$ cat config.mk
export PLATFORM = sky130hd
export DESIGN_NAME = seq_detector_moore_param
export DESIGN_NICKNAME = d
export VERILOG_FILES = /design/src/rtl/seq_detector_moore_param.sv
export SDC_FILE = /design/constraint.sdc
export NUM_CORES = 1
export LEC_CHECK = 0
export ABC_CLOCK_PERIOD_IN_PS = 2000
export CORE_UTILIZATION = 53
export DETAILED_ROUTE_END_ITERATION = 8
export DONT_BUFFER_PORTS = 1
export GPL_ROUTABILITY_DRIVEN = 1
export GPL_TIMING_DRIVEN = 0
export PLACE_DENSITY = 0.71
export SYNTH_ARGS = -nofsm -noshare
export SYNTH_HDL_FRONTEND = slang
export SYNTH_SLANG_ARGS = --single-unit
$ cat constraint.sdc
create_clock -name clk -period 2 [get_ports clk]
set_clock_uncertainty 0.05 [all_clocks]
set_input_delay 0.4 -clock clk [delete_from_list [all_inputs] [get_ports clk]]
set_output_delay 0.4 -clock clk [all_outputs]
set_load 0.01 [all_outputs]
$ cat src/rtl/seq_detector_moore_param.sv
`default_nettype none
// ============================================================================
// Module      : seq_detector_moore_param
// Description : Parametrised Moore serial pattern detector with registered
//               one-cycle match flag, saturating match counter and fill level.
// Revision    : 1.0 - initial release
// ============================================================================
module seq_detector_moore_param #(
    parameter int                  PAT_LEN = 4,
    parameter logic [PAT_LEN-1:0]  PATTERN = 4'b1101,
    parameter int                  CNT_W   = 8
) (
    input  logic                           clk,
    input  logic                           reset,
    input  logic                           w,
    input  logic                           w_valid,
    input  logic                           overlap_en,
    input  logic                           clear,
    output logic                           z,
    output logic [CNT_W-1:0]               match_count,
    output logic [$clog2(PAT_LEN+1)-1:0]   fill
);

    localparam int                 FILL_W      = $clog2(PAT_LEN + 1);
    localparam logic [FILL_W-1:0]  c_FILL_FULL = FILL_W'(PAT_LEN);
    localparam logic [CNT_W-1:0]   c_CNT_MAX   = {CNT_W{1'b1}};

    logic [PAT_LEN-1:0] r_hist;
    logic [FILL_W-1:0]  r_fill;
    logic [CNT_W-1:0]   r_count;
    logic               r_z;

    logic [PAT_LEN-1:0] w_hist_n;
    logic [FILL_W-1:0]  w_fill_n;
    logic               w_hit;

    always_comb begin
        w_hist_n = {r_hist[PAT_LEN-2:0], w};
        w_fill_n = (r_fill == c_FILL_FULL) ? r_fill : r_fill + 1'b1;
        w_hit    = (w_fill_n == c_FILL_FULL) && (w_hist_n == PATTERN);
    end

    always_ff @(posedge clk) begin
        if (reset || clear) begin
            r_hist  <= '0;
            r_fill  <= '0;
            r_count <= '0;
            r_z     <= 1'b0;
        end else if (w_valid) begin
            r_hist <= w_hist_n;
            if (w_hit) begin
                r_z <= 1'b1;
                if (r_count != c_CNT_MAX) begin
                    r_count <= r_count + 1'b1;
                end
                // Non-overlapping mode keeps the history bits but demands a
                // full pattern's worth of fresh bits before the next hit.
                r_fill <= overlap_en ? c_FILL_FULL : '0;
            end else begin
                r_z    <= 1'b0;
                r_fill <= w_fill_n;
            end
        end else begin
            r_z <= 1'b0;
        end
    end

    assign z           = r_z;
    assign match_count = r_count;
    assign fill        = r_fill;

endmodule
`default_nettype wire

[Word level (Yosys, flattened, before mapping)]
Index checks and enable logic that the tools add are counted.
Operators by class
  add/subtract/negate cells: 2
  equal/unequal tests: 4
  multiplexer cells: 4
  bitwise logic cells: 1
  reductions and logical operators: 4
Operators with widths (number)
  two-way mux 3 bit: 3
  adder 8 x 1 -> 8 bit (second input constant): 1
  inequality test 8 bit (second input constant): 1
  equality test 3 bit (second input constant): 2
  equality test 4 bit (second input constant): 1
  adder 3 x 1 -> 3 bit (second input constant): 1
  AND reduction 3 bit: 1
  OR reduction 2 bit: 1
  logical AND 1 bit: 1
  logical OR 1 bit: 1
  two-way mux 1 bit: 1
  inverter 1 bit: 1
Word-level totals
  flip-flop bits (word level): 15

[Depth between registers and ports, before layout]
Gate-level depths: netlist of run 1.
  depth in word-level cells: 5
  mapped depth: 8

[Least setup slack after synthesis of run 1]
No wires, ideal clock.
  path type: register -> register
  start: reg r_fill[0] (netlist: fill[0])
  end: reg r_count[2] (netlist: match_count[2])
  setup time: 0.116 ns
  arrival time: 1.987 ns
  required time: 1.834 ns
  path slack: -0.153 ns
  cell stages (with the launch flop): 9
  path buffers: 1
  period minus slack after synthesis: 2.153 ns
  cells stage by stage: dfxtp_1 > inv_1 > ha_1 > or3b_1 > a31o_4 > nor3b_4 > buf_6 > a21oi_1 > a31o_1
On the way
  cells in the longest elaborated chain, start to end: 5
  elaborated cells between the ends (all ways): 6
Ends and longest elaborated chain
  start, declared: RTL line 29  | logic [FILL_W-1:0] r_fill;
  start signal, assigned: RTL line 58  | r_fill <= overlap_en ? c_FILL_FULL : '0;
  start signal, assigned: RTL line 61  | r_fill <= w_fill_n;
  adder 3 x 1 -> 3 bit or equality test 3 bit (tied branches): RTL line 39  | w_fill_n = (r_fill == c_FILL_FULL) ? r_fill : r_fill + 1'b1;
  two-way mux 3 bit *: RTL line 39
  equality test 3 bit *: RTL line 40  | w_hit = (w_fill_n == c_FILL_FULL) && (w_hist_n == PATTERN);
  logical AND 1 bit *: RTL line 40
  AND reduction 3 bit (no line) *
  end signal, assigned: RTL line 54  | r_count <= r_count + 1'b1;
  end, declared: RTL line 30  | logic [CNT_W-1:0] r_count;
Every way passes the cells marked *; elsewhere a longest branch is shown, timed or not.
A chain may end at the register's enable or synchronous reset.

[Final worst setup path of run 1]
Same ends and word-level chain as after synthesis.

==> results of run 1 <==
## sequential cells by signal, indices dropped and copies added (netlist names)
signal,flops
r_hist,3
z,1
match_count,8
fill,3
## cell families (layout without fill, tap and decap cells)
group                    count (synthesis)  in the layout  share of synthesized area (%)
buffers and inverters                    8             16                           5.61
flip-flops                              15             15                           37.4
AND/OR/NAND/NOR                         35             35                           25.7
XOR/XNOR                                 2              2                           2.18
multiplexers                             4              4                           4.98
AO/OA/AOI/OAI                           20             20                           19.5
adder cells (fa/ha/maj)                  3              3                           4.67
## cell usage after synthesis, types with 2 or more instances
cell,number
xnor2_1,2
a21oi_1,5
nor2_1,9
dfxtp_1,15
nand2_1,7
nand4_1,2
a211oi_1,2
and3_1,4
a21o_2,2
ha_1,3
buf_6,2
nand3_1,3
mux2i_1,4
inv_1,5
## metrics by stage
stage	TNS [ns]	setup slack, ns	utilization, %
finish	-0.0383	-0.0356	68.9
global route	-0.563	-0.102	68.9
CTS	-0.233	-0.0663	66.5
detailed placement	-0.253	-0.0997	61.4
global placement	-0.166	-0.0766	61.4
floorplan	0	0.00789	-
## routing by layer
metal,track usage (%),wire length [microns]
met5,0,0
met4,10.0,13
met3,5.43,88
met2,30.1,689
met1,30.4,792
## layout by cell type (no fill, tap or decap), types with 2 or more instances in the layout
| cell | instances |
|---|---|
| inv_1 | 3 |
| mux2i_1 | 4 |
| clkbuf_1 | 2 |
| ha_4 | 2 |
| dfxtp_1 | 13 |
| nand4_1 | 2 |
| xnor2_1 | 2 |
| buf_6 | 2 |
| and3_1 | 4 |
| inv_4 | 2 |
| a21oi_1 | 4 |
| nand2_1 | 7 |
| nor2_1 | 9 |
| buf_4 | 4 |
| clkbuf_4 | 3 |
| dfxtp_4 | 2 |
| a21o_2 | 2 |
| a211oi_1 | 2 |
| nand3_1 | 3 |
| a21oi_2 | 2 |
## power by group
group          leakage, nW  internal (W)  switching (W)
combinational        0.217     0.0000220      0.0000225
sequential           0.123      0.000300     0.00000625
clock               0.0150     0.0000775       0.000108
total                0.355      0.000400       0.000136
## how the worst max path moves through the flow
stage             from        endpoint  slack (ns)  cells after the start
6_report       fill[0]  match_count[2]       -0.04                      8
2_1_floorplan  fill[0]  match_count[2]       0.008                      8
3_5_place_dp   fill[0]  match_count[2]        -0.1                      8
3_3_place_gp   fill[0]  match_count[2]       -0.08                      8
5_1_grt        fill[0]  match_count[2]       -0.10                      8
4_1_cts        fill[0]  match_count[2]       -0.07                      8
## cell type report
| cell class | instances | area, sq um | share of cell area [%] |
|---|---|---|---|
| multi-input cells | 64 | 497 | 53.4 |
| flip-flops and latches | 15 | 308 | 33.1 |
| repair buffers | 4 | 30.0 | 3.23 |
| clock buffers | 4 | 26.3 | 2.83 |
| plain buffers | 3 | 26.3 | 2.83 |
| inverters | 5 | 23.8 | 2.56 |
| well taps | 15 | 18.8 | 2.02 |
## repair_timing
item	CTS	global route
gates cloned	1	0
pin swaps	7	3
setup endpoints to repair	5	9
buffers inserted	2	1
gates resized for setup	7	5
endpoints found under the hold margin	0	0
==> reports/qor.csv, run 1 <==
stage,metric,value,unit
outcome,status,"finished, violations left",
outcome,violations,setup timing,
sta,worstMarginPinSlew,0.488,ns
grt,grt.overflow.total,0,
detailed_routing,dr.first_iter.drc_count,26,
sta,fin_ws,-0.0356,ns
synthesis,seq_area_frac_synth,37.4,%
grt,antenna_found_initial,0,
min_path,hold_path.class,in -> reg,
sta,finalSetupViolCount,2,
detailed_routing,routed_wl,1.58,mm
power_and_ir_drop,p_per_area,576,nW/um^2
grt,grt_usage,21.5,%
detailed_routing,dr.pass1.iters,4,
layout,drive_gt1_share,31.6,%
setup_path,crit_fanout,5,
detailed_routing,ant_nets,0,
sta,final-max-slew-violation-count,0,
power_and_ir_drop,p_leak,0.355,nW
clock_network,clkTransAtPathRegs,0.10,ns
layout,fill_cells,107,
sta,relSlewSlack,67.5,%
setup_path,crit_buf_inv,2,
synthesis,netlist_instances,87,
power_and_ir_drop,ir_worst_vdd,354,uV
min_path,min_from,w,
detailed_routing,drc_errors,0,
synthesis,synthFlopType,dfxtp_1,
min_path,whs_endpoint,r_hist[0],
synthesis,synth-edff-count,0,
floorplan,initial_utilization,59.5,%
clock_network,cts.sinks,15,
placed_design,place.gp.congestion,0.718,
clock_network,cts_tree,yes,
synthesis,synth_fp_nets,96,
setup_path,worstSetupPathType,reg -> reg,
clock_network,root_buffer,clkbuf_4,
sta,min_period,2.04,ns
floorplan,core,1350,sq um
min_path,min_path_cells,2,
setup_path,regToRegSetupSlack,-0.04,ns
sta,max_freq,0.491,GHz
sta,rsz0062_at_grt,yes,
floorplan,die_area,1680,sq um
layout,num-nets-final,105,
synthesis,ys_types,36,
synthesis,ys_ff_latch,15,
setup_path,critPathTopFamily,simple AND/OR/NAND/NOR gates,
clock_network,htree_levels,1,
detailed_routing,viasPerCell,6.08,
detailed_routing,vias,669,
placed_design,place_inst,102,
synthesis,yosysTopAreaCell,dfxtp_1,
placed_design,placed_area,830,sq um
synthesis,yosysWarnings,0,
setup_path,cp_cell_sequence,inv_4 > ha_4 > or3b_4 > a31o_4 > nor3b_4 > buf_6 > a21oi_2 > a31o_1,
layout,areaGrowthSynthToFinish,15.7,%
floorplan,row_count,13,
synthesis,syn_area,803,sq um
setup_path,required,2.14,ns
setup_path,startpoint_type,flop,
setup_path,end_kind,flop,
layout,fin_cells,110,
sta,timing.hold.ws,0.219,ns
grt,first_global_vias,555,
setup_path,arrival,2.18,ns
clock_network,clock_path_buffers,2,
floorplan,io_pins,18,
placed_design,io_buffers,0,
clock_network,ctsHoldBuffers,0,
setup_path,r2r_start,fill[0],
synthesis,yosys.area.top_type_share,37.4,%
job,maxCapViolCount,0,
setup_path,reg2reg_depth,8,
synthesis,synthArstFlopShare,0,%
setup_path,slowest_stage,dfxtp_4,
setup_path,regToRegEndpoint,match_count[2],
detailed_routing,wl_per_cell,14.4,microns
grt,grt_pass1_wl,2.33,mm
layout,num_antenna_cells,0,
synthesis,synth_area_leaders,"dfxtp_1 (37%), mux2i_1 (5.0%), ha_1 (4.7%)",
synthesis,syn_area_per_cell,9.23,sq um
grt,grt_max_degree,11,
clock_network,cts_made_buffers,3,
setup_path,critPathMaxStageDelay,0.43,ns
clock_network,clk_latency,0.29,ns
layout,final_area,930,sq um
sta,hold_viol_final,0,
power_and_ir_drop,report.power.total,0.000536,W
floorplan,die_h,40.9,microns
placed_design,hpwl,1.06,mm
sta,post-route-period-util,102,%
floorplan,die_width,40.9,microns
Power figures use the tool's default switching activity.
==> run 2, diff against run 1 <==
--- a/config.mk
+++ b/config.mk
@@ -5,13 +5,16 @@
 export SDC_FILE = /design/constraint.sdc
 export NUM_CORES = 1
 export LEC_CHECK = 0
-export ABC_CLOCK_PERIOD_IN_PS = 2000
-export CORE_UTILIZATION = 53
+export ABC_CLOCK_PERIOD_IN_PS = 1700
+export CELL_PAD_IN_SITES_DETAIL_PLACEMENT = 0
+export CELL_PAD_IN_SITES_GLOBAL_PLACEMENT = 1
+export CORE_ASPECT_RATIO = 0.75
+export CORE_UTILIZATION = 40
 export DETAILED_ROUTE_END_ITERATION = 8
 export DONT_BUFFER_PORTS = 1
 export GPL_ROUTABILITY_DRIVEN = 1
 export GPL_TIMING_DRIVEN = 0
-export PLACE_DENSITY = 0.71
+export PLACE_DENSITY_LB_ADDON = 0.1
 export SYNTH_ARGS = -nofsm -noshare
 export SYNTH_HDL_FRONTEND = slang
 export SYNTH_SLANG_ARGS = --single-unit
==> constraint.sdc (replaced) <==
create_clock -name clk -period 1.7 [get_ports clk]
set_clock_uncertainty 0.05 [all_clocks]
set_input_delay 0.34 -clock clk [delete_from_list [all_inputs] [get_ports clk]]
set_output_delay 0.34 -clock clk [all_outputs]
set_load 0.01 [all_outputs]
==> run 2 against run 1 <==
Effect of this change: the run still ends with setup timing left; total power increased by 18%; hold slack got worse by 0.072 ns; non-clock buffer count increased by 2; design area increased by 5.2%; maximum frequency decreased by 1.4%; clock-buffer cell count unchanged; critical path depth unchanged; sequential power increased by 17%; critical endpoint unchanged; highest routed layer unchanged.
==> reports/qor.csv, run 2 (synthesis results as in run 1) <==
stage,metric,value,unit
grt,grt_max_degree,11,
clock_network,cts.sinks,15,
layout,final_area,978,sq um
power_and_ir_drop,clockPowerShare,34.3,%
outcome,status,"finished, violations left",
placed_design,place.gp.congestion,0.753,
sta,post-route-period-util,121,%
detailed_routing,routed_wl,1.76,mm
floorplan,io_pins,18,
setup_path,crit_path_end,match_count[2],
setup_path,required,1.85,ns
sta,timing.hold.ws,0.147,ns
job,maxCapViolCount,0,
floorplan,row_count,13,
floorplan,die_width,53.7,microns
placed_design,io_buffers,0,
detailed_routing,dr.first_iter.drc_count,6,
detailed_routing,wl_per_cell,14.8,microns
setup_path,worstSetupPathType,reg -> reg,
grt,first_global_vias,564,
detailed_routing,ant_nets,0,
sta,final-max-slew-violation-count,0,
outcome,violations,setup timing,
clock_network,clock_path_buffers,2,
detailed_routing,drc_errors,0,
power_and_ir_drop,combPwrFrac,9.1,%
setup_path,r2r_start,fill[0],
floorplan,die_h,40.8,microns
sta,fin_ws,-0.364,ns
power_and_ir_drop,p_sw_share,25.4,%
min_path,min_path_cells,2,
floorplan,core,1810,sq um
setup_path,arrival,2.22,ns
setup_path,cp-startpoint,fill[0],
clock_network,clk_latency,0.30,ns
layout,final_cell_mix,"dfxtp_1 (13), nor2_1 (8), nand2_1 (7)",
placed_design,hpwl,1.15,mm
detailed_routing,dr.pass1.iters,4,
layout,num-nets-final,107,
grt,grt_usage,18.9,%
setup_path,regToRegSetupSlack,-0.36,ns
clock_network,htree_levels,1,
sta,rsz0062_at_grt,yes,
detailed_routing,vias,656,
setup_path,reg2reg_depth,8,
power_and_ir_drop,p_per_area,647,nW/um^2
layout,fill_cells,166,
grt,grt.overflow.total,0,
placed_design,placed_area,857,sq um
layout,final_common_cell,dfxtp_1,
clock_network,root_buffer,clkbuf_4,
clock_network,cts_made_buffers,3,
layout,drive_gt1_share,35.1,%
sta,min_period,2.06,ns
clock_network,ctsHoldBuffers,0,
floorplan,initial_utilization,44.5,%
clock_network,clkTransAtPathRegs,0.10,ns
setup_path,startpoint_type,flop,
setup_path,regToRegEndpoint,match_count[2],
clock_network,cts_tree,yes,
detailed_routing,viasPerCell,5.51,
grt,antenna_found_initial,0,
power_and_ir_drop,ir_worst_vdd,394,uV
setup_path,crit_fanout,5,
layout,multi_input_area,517,sq um
layout,areaGrowthSynthToFinish,21.8,%
layout,seq_area,308,sq um
layout,largest_reg_flops,8,
power_and_ir_drop,p_leak,0.367,nW
power_and_ir_drop,p_sw,0.000161,W
sta,max_freq,0.484,GHz
sta,relSlewSlack,66.9,%
grt,grt_pass1_wl,2.68,mm
power_and_ir_drop,p_seq_share,56.7,%
sta,hold_viol_final,0,
layout,num_antenna_cells,0,
sta,worstMarginPinSlew,0.497,ns
power_and_ir_drop,internal_power,0.000473,W
min_path,hold_path.class,in -> reg,
sta,finalSetupViolCount,10,
floorplan,die_area,2190,sq um
setup_path,end_kind,flop,
==> run 2: per-layer routing <==
layer,GRT usage [%],wire [microns],vias to the layer above
li1,-,-,336
met1,24.8,919,302
met2,26.2,714,13
met3,8.52,91,5
met4,7.89,30,0
met5,0,0,-
==> run 2: area by class of cell <==
class	count	area share [%]
Multi-Input combinational cell	64	52.8
Sequential cell	15	31.5
Timing Repair Buffer	6	5.37
Tap cell	22	2.81
Clock buffer	4	2.69
Buffer	3	2.69
Inverter	5	2.17
==> run 2: what timing repair did <==
item | CTS | global route
buffers inserted | 4 | 1
hold endpoints to repair | 0 | 0
endpoints found under the setup margin | 9 | 10
resized for setup | 6 | 4
pin swaps | 2 | 3
cloned | 1 | 0
==> run 2: through the flow <==
| step | total power [W] | setup TNS (ns) | utilization, % | std cells | setup slack, ns |
|---|---|---|---|---|---|
| detailed placement | 0.000414 | -2.29 | 47.5 | 109 | -0.344 |
| global route | 0.000658 | -3.81 | 54.2 | 119 | -0.463 |
| CTS | 0.000634 | -2.60 | 52.5 | 118 | -0.356 |
| global placement | 0.000413 | -2.26 | 47.5 | 109 | -0.337 |
| floorplan | 0.000404 | -1.29 | - | 87 | -0.235 |
| finish | 0.000633 | -2.93 | 54.2 | 119 | -0.364 |
==> run 2: critical path, cell delays in order (launching register included) <==
cell and delay, ns:
dfxtp_4 0.42, inv_4 0.05, ha_4 0.15, or3b_1 0.38, a31o_4 0.24, nor3b_4 0.28
buf_6 0.18, a21oi_2 0.05, a31o_1 0.18
==> run 2: worst min path at each step <==
stage / end / slack [ns] / startpoint
after floorplan: r_hist[2] / 0.40 / r_hist[2]
after global placement: r_hist[2] / 0.42 / r_hist[2]
after detailed placement: r_hist[2] / 0.43 / r_hist[2]
after CTS: r_hist[0] / 0.14 / w
after global routing: match_count[4] / 0.15 / reset
final: r_hist[0] / 0.15 / w
==> run 2: power by group through the flow <==
stage,registers [W],logic [W],clock network [W]
floorplan,0.000366,0.0000385,0
global route,0.000360,0.0000630,0.000235
finish,0.000359,0.0000574,0.000217
CTS,0.000359,0.0000526,0.000223
global placement,0.000367,0.0000457,0
detailed placement,0.000367,0.0000467,0
